<file path="config.mk">
export PLATFORM = sky130hd
export DESIGN_NAME = vga_sync_receiver
export DESIGN_NICKNAME = d
export VERILOG_FILES = /design/src/rtl/vga_pkg.sv /design/src/rtl/sync_edge_detect.sv /design/src/rtl/vga_sync_receiver.sv
export SDC_FILE = /design/constraint.sdc
export NUM_CORES = 1
export LEC_CHECK = 0
export CAP_MARGIN = 30
export CORE_MARGIN = 2
export CORE_UTILIZATION = 59
export CTS_BUF_LIST = sky130_fd_sc_hd__clkbuf_16
export CTS_CLUSTER_SIZE = 25
export DETAILED_ROUTE_END_ITERATION = 10
export GPL_TIMING_DRIVEN = 0
export PLACE_DENSITY = 0.83
export SLEW_MARGIN = 20
export SYNTH_ARGS = -nofsm -noshare
export SYNTH_HDL_FRONTEND = slang
export SYNTH_SLANG_ARGS = --single-unit
</file>
<file path="constraint.sdc">
create_clock -name mclk -period 4.5 [get_ports mclk]
set_clock_uncertainty 0.15 [all_clocks]
set_input_delay 0.9 -clock mclk [delete_from_list [all_inputs] [get_ports mclk]]
set_output_delay 0.9 -clock mclk [all_outputs]
set_load 0.005 [all_outputs]
</file>
<file path="src/rtl/vga_pkg.sv">
// Shared 640x480 timing constants and the lock-state encoding for the VGA sync receiver.
package vga_pkg;

    localparam int VGA_H_DISPLAY = 640;
    localparam int VGA_H_FRONT   = 16;
    localparam int VGA_H_SYNC    = 96;
    localparam int VGA_H_BACK    = 48;
    localparam int VGA_H_TOTAL   = VGA_H_DISPLAY + VGA_H_FRONT + VGA_H_SYNC + VGA_H_BACK;

    localparam int VGA_V_DISPLAY = 480;
    localparam int VGA_V_FRONT   = 10;
    localparam int VGA_V_SYNC    = 2;
    localparam int VGA_V_BACK    = 29;
    localparam int VGA_V_TOTAL   = VGA_V_DISPLAY + VGA_V_FRONT + VGA_V_SYNC + VGA_V_BACK;

    // Offsets are measured from the detected sync edge, so they absorb the synchronizer delay.
    localparam int VGA_H_EDGE_TO_ACTIVE = 144;
    localparam int VGA_V_EDGE_TO_ACTIVE = 31;
    localparam int VGA_LOCK_FRAMES      = 2;

    typedef enum logic [1:0] {
        SEARCH = 2'd0,
        TRACK  = 2'd1,
        LOCKED = 2'd2
    } lock_state_e;

endpackage

</file>
<file path="src/rtl/sync_edge_detect.sv">
// Two-flop synchronizer for an active-low sync pin followed by a falling-edge detector,
// all advancing only on pix_en.
module sync_edge_detect (
    input  logic mclk,
    input  logic rst,
    input  logic pix_en,
    input  logic sync_in,
    output logic fall
);

    logic meta_q;
    logic sync_q;
    logic prev_q;

    always_ff @(posedge mclk or negedge rst) begin
        if (!rst) begin
            meta_q <= 1'b1;
            sync_q <= 1'b1;
            prev_q <= 1'b1;
        end else if (pix_en) begin
            meta_q <= sync_in;
            sync_q <= meta_q;
            prev_q <= sync_q;
        end
    end

    // Gated by pix_en so the pulse coincides with the strobe that consumes it.
    assign fall = pix_en && prev_q && !sync_q;

endmodule

</file>
<file path="src/rtl/vga_sync_receiver.sv">
// Recovers pixel/line position from incoming VGA syncs, qualifies the active window and tracks lock.
// Optional statistics (line_len, frame_lines, err_count) are built only when VGA_RX_STATS_EN is defined.
module vga_sync_receiver
    import vga_pkg::*;
#(
    parameter int H_TOTAL          = VGA_H_TOTAL,
    parameter int V_TOTAL          = VGA_V_TOTAL,
    parameter int H_DISPLAY        = VGA_H_DISPLAY,
    parameter int V_DISPLAY        = VGA_V_DISPLAY,
    parameter int H_EDGE_TO_ACTIVE = VGA_H_EDGE_TO_ACTIVE,
    parameter int V_EDGE_TO_ACTIVE = VGA_V_EDGE_TO_ACTIVE,
    parameter int LOCK_FRAMES      = VGA_LOCK_FRAMES
) (
    input  logic        mclk,
    input  logic        rst,
    input  logic        pix_en,
    input  logic        h_sync_in,
    input  logic        v_sync_in,
    output logic [9:0]  rx_h_cnt,
    output logic [9:0]  rx_v_cnt,
    output logic        rx_active,
    output logic        locked,
    output logic        frame_start,
    output logic        sync_err,
    output logic [10:0] line_len,
    output logic [9:0]  frame_lines,
    output logic [7:0]  err_count,
    output lock_state_e lock_state
);

    localparam logic [11:0] H_TOTAL_W = 12'(H_TOTAL);
    localparam logic [10:0] V_TOTAL_W = 11'(V_TOTAL);
    localparam logic [10:0] H_LO      = 11'(H_EDGE_TO_ACTIVE);
    localparam logic [10:0] H_HI      = 11'(H_EDGE_TO_ACTIVE + H_DISPLAY);
    localparam logic [9:0]  V_LO      = 10'(V_EDGE_TO_ACTIVE);
    localparam logic [9:0]  V_HI      = 10'(V_EDGE_TO_ACTIVE + V_DISPLAY);
    localparam logic [3:0]  LOCK_N    = 4'(LOCK_FRAMES);

    logic        h_edge;
    logic        v_edge;
    logic [10:0] hpos, hpos_nxt;
    logic [9:0]  vpos, vpos_nxt;
    logic        vflag, vflag_nxt;
    lock_state_e state, state_nxt;
    logic [3:0]  good_cnt, good_cnt_nxt;
    logic        frame_edge, line_bad, frame_bad, hsat, fail, err_nxt;
    logic        in_area;
    logic [10:0] h_off;
    logic [9:0]  v_off;

    sync_edge_detect u_h_edge (
        .mclk    (mclk),
        .rst     (rst),
        .pix_en  (pix_en),
        .sync_in (h_sync_in),
        .fall    (h_edge)
    );

    sync_edge_detect u_v_edge (
        .mclk    (mclk),
        .rst     (rst),
        .pix_en  (pix_en),
        .sync_in (v_sync_in),
        .fall    (v_edge)
    );

    always_comb begin
        hpos_nxt     = hpos;
        vpos_nxt     = vpos;
        vflag_nxt    = vflag;
        state_nxt    = state;
        good_cnt_nxt = good_cnt;
        frame_edge   = 1'b0;
        line_bad     = 1'b0;
        frame_bad    = 1'b0;
        hsat         = 1'b0;

        if (pix_en) begin
            if (h_edge) begin
                hpos_nxt = '0;
                line_bad = ({1'b0, hpos} + 12'd1) != H_TOTAL_W;
                // A v_sync edge on this same strobe is consumed immediately.
                if (vflag || v_edge) begin
                    frame_edge = 1'b1;
                    frame_bad  = ({1'b0, vpos} + 11'd1) != V_TOTAL_W;
                    vpos_nxt   = '0;
                    vflag_nxt  = 1'b0;
                end else if (vpos != 10'h3FF) begin
                    vpos_nxt = vpos + 10'd1;
                end
            end else begin
                if (v_edge) vflag_nxt = 1'b1;
                if (hpos != 11'h7FF) hpos_nxt = hpos + 11'd1;
                hsat = (hpos == 11'h7FE);
            end
        end

        fail = hsat || line_bad || frame_bad;

        case (state)
            SEARCH: begin
                if (frame_edge) begin
                    state_nxt    = TRACK;
                    good_cnt_nxt = '0;
                end
            end
            TRACK: begin
                if (fail) begin
                    good_cnt_nxt = '0;
                end else if (frame_edge) begin
                    good_cnt_nxt = good_cnt + 4'd1;
                    if (good_cnt + 4'd1 >= LOCK_N) state_nxt = LOCKED;
                end
            end
            LOCKED: begin
                if (fail) state_nxt = SEARCH;
            end
            default: state_nxt = SEARCH;
        endcase

        err_nxt = (state == LOCKED) && fail;

        in_area = (hpos_nxt >= H_LO) && (hpos_nxt < H_HI) && (vpos_nxt >= V_LO) && (vpos_nxt < V_HI);
        h_off   = hpos_nxt - H_LO;
        v_off   = vpos_nxt - V_LO;
    end

    always_ff @(posedge mclk or negedge rst) begin
        if (!rst) begin
            hpos        <= '0;
            vpos        <= '0;
            vflag       <= 1'b0;
            state       <= SEARCH;
            good_cnt    <= '0;
            rx_h_cnt    <= '0;
            rx_v_cnt    <= '0;
            rx_active   <= 1'b0;
            locked      <= 1'b0;
            frame_start <= 1'b0;
            sync_err    <= 1'b0;
        end else begin
            state       <= state_nxt;
            good_cnt    <= good_cnt_nxt;
            frame_start <= frame_edge;
            sync_err    <= err_nxt;
            if (pix_en) begin
                hpos      <= hpos_nxt;
                vpos      <= vpos_nxt;
                vflag     <= vflag_nxt;
                rx_h_cnt  <= in_area ? h_off[9:0] : 10'd0;
                rx_v_cnt  <= in_area ? v_off : 10'd0;
                rx_active <= in_area && (state_nxt == LOCKED);
                locked    <= (state_nxt == LOCKED);
            end
        end
    end

    assign lock_state = state;

`ifdef VGA_RX_STATS_EN
    always_ff @(posedge mclk or negedge rst) begin
        if (!rst) begin
            line_len    <= '0;
            frame_lines <= '0;
            err_count   <= '0;
        end else begin
            if (h_edge) line_len <= hpos + 11'd1;
            if (frame_edge) frame_lines <= vpos + 10'd1;
            if (err_nxt && (err_count != 8'hFF)) err_count <= err_count + 8'd1;
        end
    end
`else
    assign line_len    = '0;
    assign frame_lines = '0;
    assign err_count   = '0;
`endif

endmodule

</file>
; Word-level counts from Yosys, hierarchy flattened
; Cells that the tools add are included.
[op_classes]
n_eq_ne = 11
muxes = 32
order_cmp = 5
addsub = 7
n_reduce_logical = 19
[op_table]
columns = operator, count
row1 = $mux 10, 6
row2 = $mux 11, 3
row3 = $mux 1, 13
row4 = $add 11x1->12 const B, 1
row5 = $mux 4, 3
row6 = $ne 12x10->1 const B, 1
row7 = $add 10x1->11 const B, 1
row8 = $add 11x1->11 const B, 1
row9 = $eq 11x11->1 const B, 1
row10 = $ge 11x8->1 const B, 1
row11 = $lt 11x10->1 const B, 1
row12 = $ne 11x10->1 const B, 1
row13 = $ne 11x11->1 const B, 1
row14 = $add 10x1->10 const B, 1
row15 = $ge 10x5->1 const B, 1
row16 = $lt 10x9->1 const B, 1
row17 = $mux 2, 5
row18 = $ne 10x10->1 const B, 1
row19 = $sub 10x5->10 const B, 1
row20 = $sub 10x8->10 const B, 1
row21 = $logic_and 1x1->1, 9
row22 = $pmux 4 s2, 1
row23 = $pmux 2 s3, 1
row24 = $reduce_and 3->1, 2
row25 = other kinds (11), 16
[word_totals]
elab_cells = 91
regBits = 58

; Longest topological paths before layout
[depth]
ltp_word = 11
ltp_mapped = 13

; By module
; Synthesis repeated with hierarchy kept, for this count alone.
[unflattened]
cells_unflattened = 425
hier_area_um2 = 3985.1
[by_module_without_submodules]
columns = module, cells_each, n_inst, seq_area_each_um2, area_per_inst_um2
row1 = vga_sync_receiver, 411, 1, 1301.2, 3739.8
row2 = sync_edge_detect, 7, 2, 78.8, 122.6

; Worst setup path before layout
; No wires, ideal clock.
[synth_timing]
path_kind = input-to-reg
startpoint = input pix_en
endpoint = register rx_h_cnt[0]
slack_ns = 0.846
n_path_buf = 4
required_time_ns = 4.203
arrival_time_ns = 3.357
setup_ns = 0.147
cell_stages = 12
path_cell_list = clkbuf_1 buf_2 a21oi_1 a41oi_1 o21ai_0 ha_1 nand4_1 or4b_1 buf_4 nand2_8 buf_12 o32ai_2
[synth_via]
elab_chain_cells = 10
word_cells_on_any_way = 19
cone_classes = 1 x add/sub / 4 x order compare / 6 x mux / 8 x reduce/logical
[synth_rtl]
columns = element, line_no
row1 = "start, declared", vga_sync_receiver.sv:16  ; input logic pix_en,
row2 = $logic_and 1x1->1 (2 in a row), sync_edge_detect.sv:28  ; assign fall = pix_en && prev_q && !sync_q;
row3 = $logic_or 1x1->1, vga_sync_receiver.sv:83  ; if (vflag || v_edge) begin
row4 = $mux 10, vga_sync_receiver.sv:83
row5 = $mux 10, vga_sync_receiver.sv:79  ; if (h_edge) begin
row6 = $mux 10 (*), vga_sync_receiver.sv:78  ; if (pix_en) begin
row7 = named net vpos_nxt[0], vga_sync_receiver.sv:42  ; logic [9:0] vpos, vpos_nxt;
row8 = $ge 10x5->1, vga_sync_receiver.sv:123  ; in_area = (hpos_nxt >= H_LO) && (hpos_nxt < H_HI) && (vpos_nxt >= V_LO) && (vpos_nxt < V_HI);
row9 = $logic_and 1x1->1, vga_sync_receiver.sv:123
row10 = $logic_and 1x1->1 (*), vga_sync_receiver.sv:123
row11 = $mux 10 (*), vga_sync_receiver.sv:150  ; rx_h_cnt <= in_area ? h_off[9:0] : 10'd0;
row12 = "end signal, assigned", vga_sync_receiver.sv:150
row13 = "end, declared", vga_sync_receiver.sv:19  ; output logic [9:0] rx_h_cnt,
; Mark *: on every way through the listed nets, which the timed path passes. The rest lies on a longest branch.
; A chain may end at the register's enable or synchronous reset.

; Final worst setup path
[layout_timing]
startpoint = input pix_en
endpoint = register rx_h_cnt[7]
; Same word-level chain as after synthesis.

==> results.md <==
* Worst-Margin Slew at 0.725 ns
* Sw Pwr at 627 uW
* Placed Cells at 564
* Slowest CP cell: or4b_1
* Post-synth top cells: dfrtp_1 (52), inv_1 (36), buf_4 (34), nand2_1 (34)
* Sequential Power Share at 0.376
* Core Util, Final at 0.741
* Max Cap Viol at 0
* Via density per instance at 6.17
* Top-area cell type share of the netlist area at 0.332
* FF+latch count, synth at 58
* DP Wirelength at 7390 um
* DRT Wirelength at 10,400 um
* Count leader, synth: dfrtp_1
* Die Wd at 85.6 um
* Slew Viols, Final at 0
* Worst hold path class: in -> async
* Cell with the most instances on the worst path: buf_2
* Number of global-route vias before repair at 3,476
* Fin cells at 579
* Number of synthesized flops with an enable pin at 0
* Initial Util at 0.615
* Main synth FF type: dfrtp_1
* ANT nets after route at 0
* Crit. End Element: register
* CTS Hold Bufs at 0
* Total power at 1790 uW
* RSZ-0062 raised after global routing: no
* Critical setup path kind: in -> reg
* GRT Overall Usage at 0.295
* Crit-path max FO at 10
* WP buf/inv at 5
* Area contributors post-synth: dfrtp_1 (33%), buf_4 (6.5%), dfstp_2 (4.0%)
* CP required at 4.52 ns
* Layout cell share with drive strength beyond 1 at 0.193
* H-tree Lvls at 3
* Endpoints failing hold at 0
* Starting DRT DRC Count at 442
* Worst setup SP type: input pin
* Core area at 6390 um2
* Yosys top cell by area: dfrtp_1
* Post-CTS setup buffers at 0
* Root Buffer: clkbuf_16
* Static leakage power at 0.00207 uW
* First-pass GRT wire length at 17,000 um
* Area growth syn-to-layout at 20.6%
* Worst Setup SP: pix_en
* Insertion delay to the later sink of the worst-skew pair at 0.33 ns
* Min Hold Slack at 0.319 ns
* Clock slew at reported path FFs at 0.06 ns
* Syn. warnings at 0
* Die Ht at 85.6 um
* Status: finished clean
* Worst Path Arrival at 3.99 ns
* Sequential area share after synthesis at 0.372
* Switching Fraction at 0.351
* DRC violations left at 0
* Clk pwr share at 0.353
* GRT overflow at 0
* R2R Path Start: hpos[1]
* Fmax at 252 MHz
* Power per cell area at 378 nW/um2
* Port bufs at 30
* Post-route setup TNS at 0 ns
* Drt first pass iters at 7
* Synth async-reset ratio at 1.00
* Count of final setup violators at 0
* Unique cell type count in the Yosys netlist at 71
* Via Count at 3,571
* Min Tclk post-route at 3.97 ns
* CTS tree: done
* I/O pins at 60
* P_int at 1160 uW
* Initial antenna violation count at 0
* CTS Buffer Depth at 2
* Mapped Cells at 428
* Num CTS Buffers at 9
* Delay-heaviest family, CP: buffers and inverters
* Slew HR at 0.513
* Largest net degree at the start of global routing at 36
* FILL cells at 473
* # rows at 29
* WL/cell at 17.9 um
* Register area at 1460 um2
* Cell Area, Synth at 3930 um2
* Final Wtd Congestion at 0.892
* CP cell instances: dlymetal6s2s_1 > buf_2 > buf_2 > a21oi_4 > a41oi_1 > o21ai_1 > ha_1 > nand4_1 > or4b_1 > buf_4 > nand2_8 > buf_12 > o32ai_2
* Multi-input logic area at 2080 um2
* Logic pwr share at 0.271
* Antenna diodes at 0
* Syn Area/Cell at 9.17 um2
* Slowest cell delay on critical path at 0.63 ns
* Fin nets at 511
* Max VDD drop at 0.000283 V
* Final Cycle Share at 0.882
* DIE AREA at 7320 um2
* Clk sink count at 58
-- stage by stage --
stage	setup WS [ns]	area (um2)
6_report	0.529	4730
5_1_grt	0.364	4730
4_1_cts	0.0216	4730
3_5_place_dp	-0.448	4440
3_3_place_gp	-0.375	4430
2_1_floorplan	0.846	4030
-- path summary, 6_finish.rpt --
path                                     to  slack (ns)  cells past startpoint
worst min-delay path                hpos[4]        0.32                      1
worst max-delay path            rx_h_cnt[7]        0.53                     13
max in group asynchronous       rx_v_cnt[8]        3.38                      2
min in group mclk               rx_v_cnt[4]        0.34                      2
worst max register to register  rx_h_cnt[7]        0.68                     12
worst min register to register  rx_v_cnt[4]        0.34                      2
-- repair_timing --
item / CTS / global route
endpoints found under the setup margin: 16 / 18
gates resized for setup: 2 / 4
pin swaps: 0 / 0
-- placed cells by master, fill, tap and decap left out, drive strengths merged, types with 3 or more instances in the layout --
| cell type | instances |
|---|---|
| a41oi | 4 |
| xor2 | 4 |
| a21oi | 11 |
| o41ai | 3 |
| nand4 | 13 |
| inv | 39 |
| o31ai | 3 |
| clkbuf | 16 |
| nor2 | 14 |
| nand3 | 25 |
| buf | 47 |
| o2111ai | 3 |
| mux2 | 6 |
| and2 | 3 |
| dfstp | 6 |
| a21o | 5 |
| o2bb2ai | 4 |
| o32ai | 17 |
| clkinvlp | 3 |
| and4 | 6 |
| conb | 29 |
| xnor2 | 11 |
| o21ai | 26 |
| nand2 | 36 |
| and3 | 9 |
| clkdlybuf4s50 | 28 |
| ha | 9 |
| dfrtp | 52 |
| nor3 | 12 |
| a31oi | 7 |
| o211ai | 3 |
| a211oi | 6 |
| nor2b | 3 |
-- cells by family after synthesis --
group	after synthesis	synth area share
XOR/XNOR	15	0.0335
AO/OA/AOI/OAI	114	0.233
flip-flops	58	0.372
buffers and inverters	90	0.127
AND/OR/NAND/NOR	134	0.186
other	1	0.000955
adder cells (fa/ha/maj)	9	0.0287
multiplexers	7	0.0198
-- power groups by stage --
stage	Clock (uW)	Combinational (uW)	Sequential, uW
2_1_floorplan	0	338	656
4_1_cts	637	475	667
3_3_place_gp	0	452	672
6_report	632	485	672
3_5_place_dp	0	467	675
5_1_grt	664	535	683
-- cell type report --
class,instances,share of cell area
Timing Repair Buffer,31,0.0677
Clock buffer,9,0.0476
Clock inverter,7,0.0111
Sequential cell,58,0.308
Buffer,52,0.0753
Multi-Input combinational cell,308,0.440
Tap cell,77,0.0204
Inverter,37,0.0293
-- metal layers --
layer / routed length (um) / global-route usage / vias to the layer above
li1: - / - / 1652
met1: 4460 / 0.407 / 1717
met2: 4850 / 0.462 / 183
met3: 849 / 0.0645 / 19
met4: 216 / 0.108 / 0
met5: 0 / 0 / -
-- registers in the layout, summed over array words and instances (netlist names), 2 cells and up --
signal,flops
good_cnt,4
vpos,10
hpos,11
lock_state,2
rx_h_cnt,10
rx_v_cnt,10
-- worst reg2reg max path, delay by kind of cell (launching register included) --
kind                       cells  cell delay (ns)
and+or+nand+nor                4             1.19
AOI/OAI and AO/OA              4             0.95
DFF                            1             0.53
adders and majority gates      2             0.53
buffers and inverters          2             0.37
Note: power is estimated with default switching activity, not from simulation.
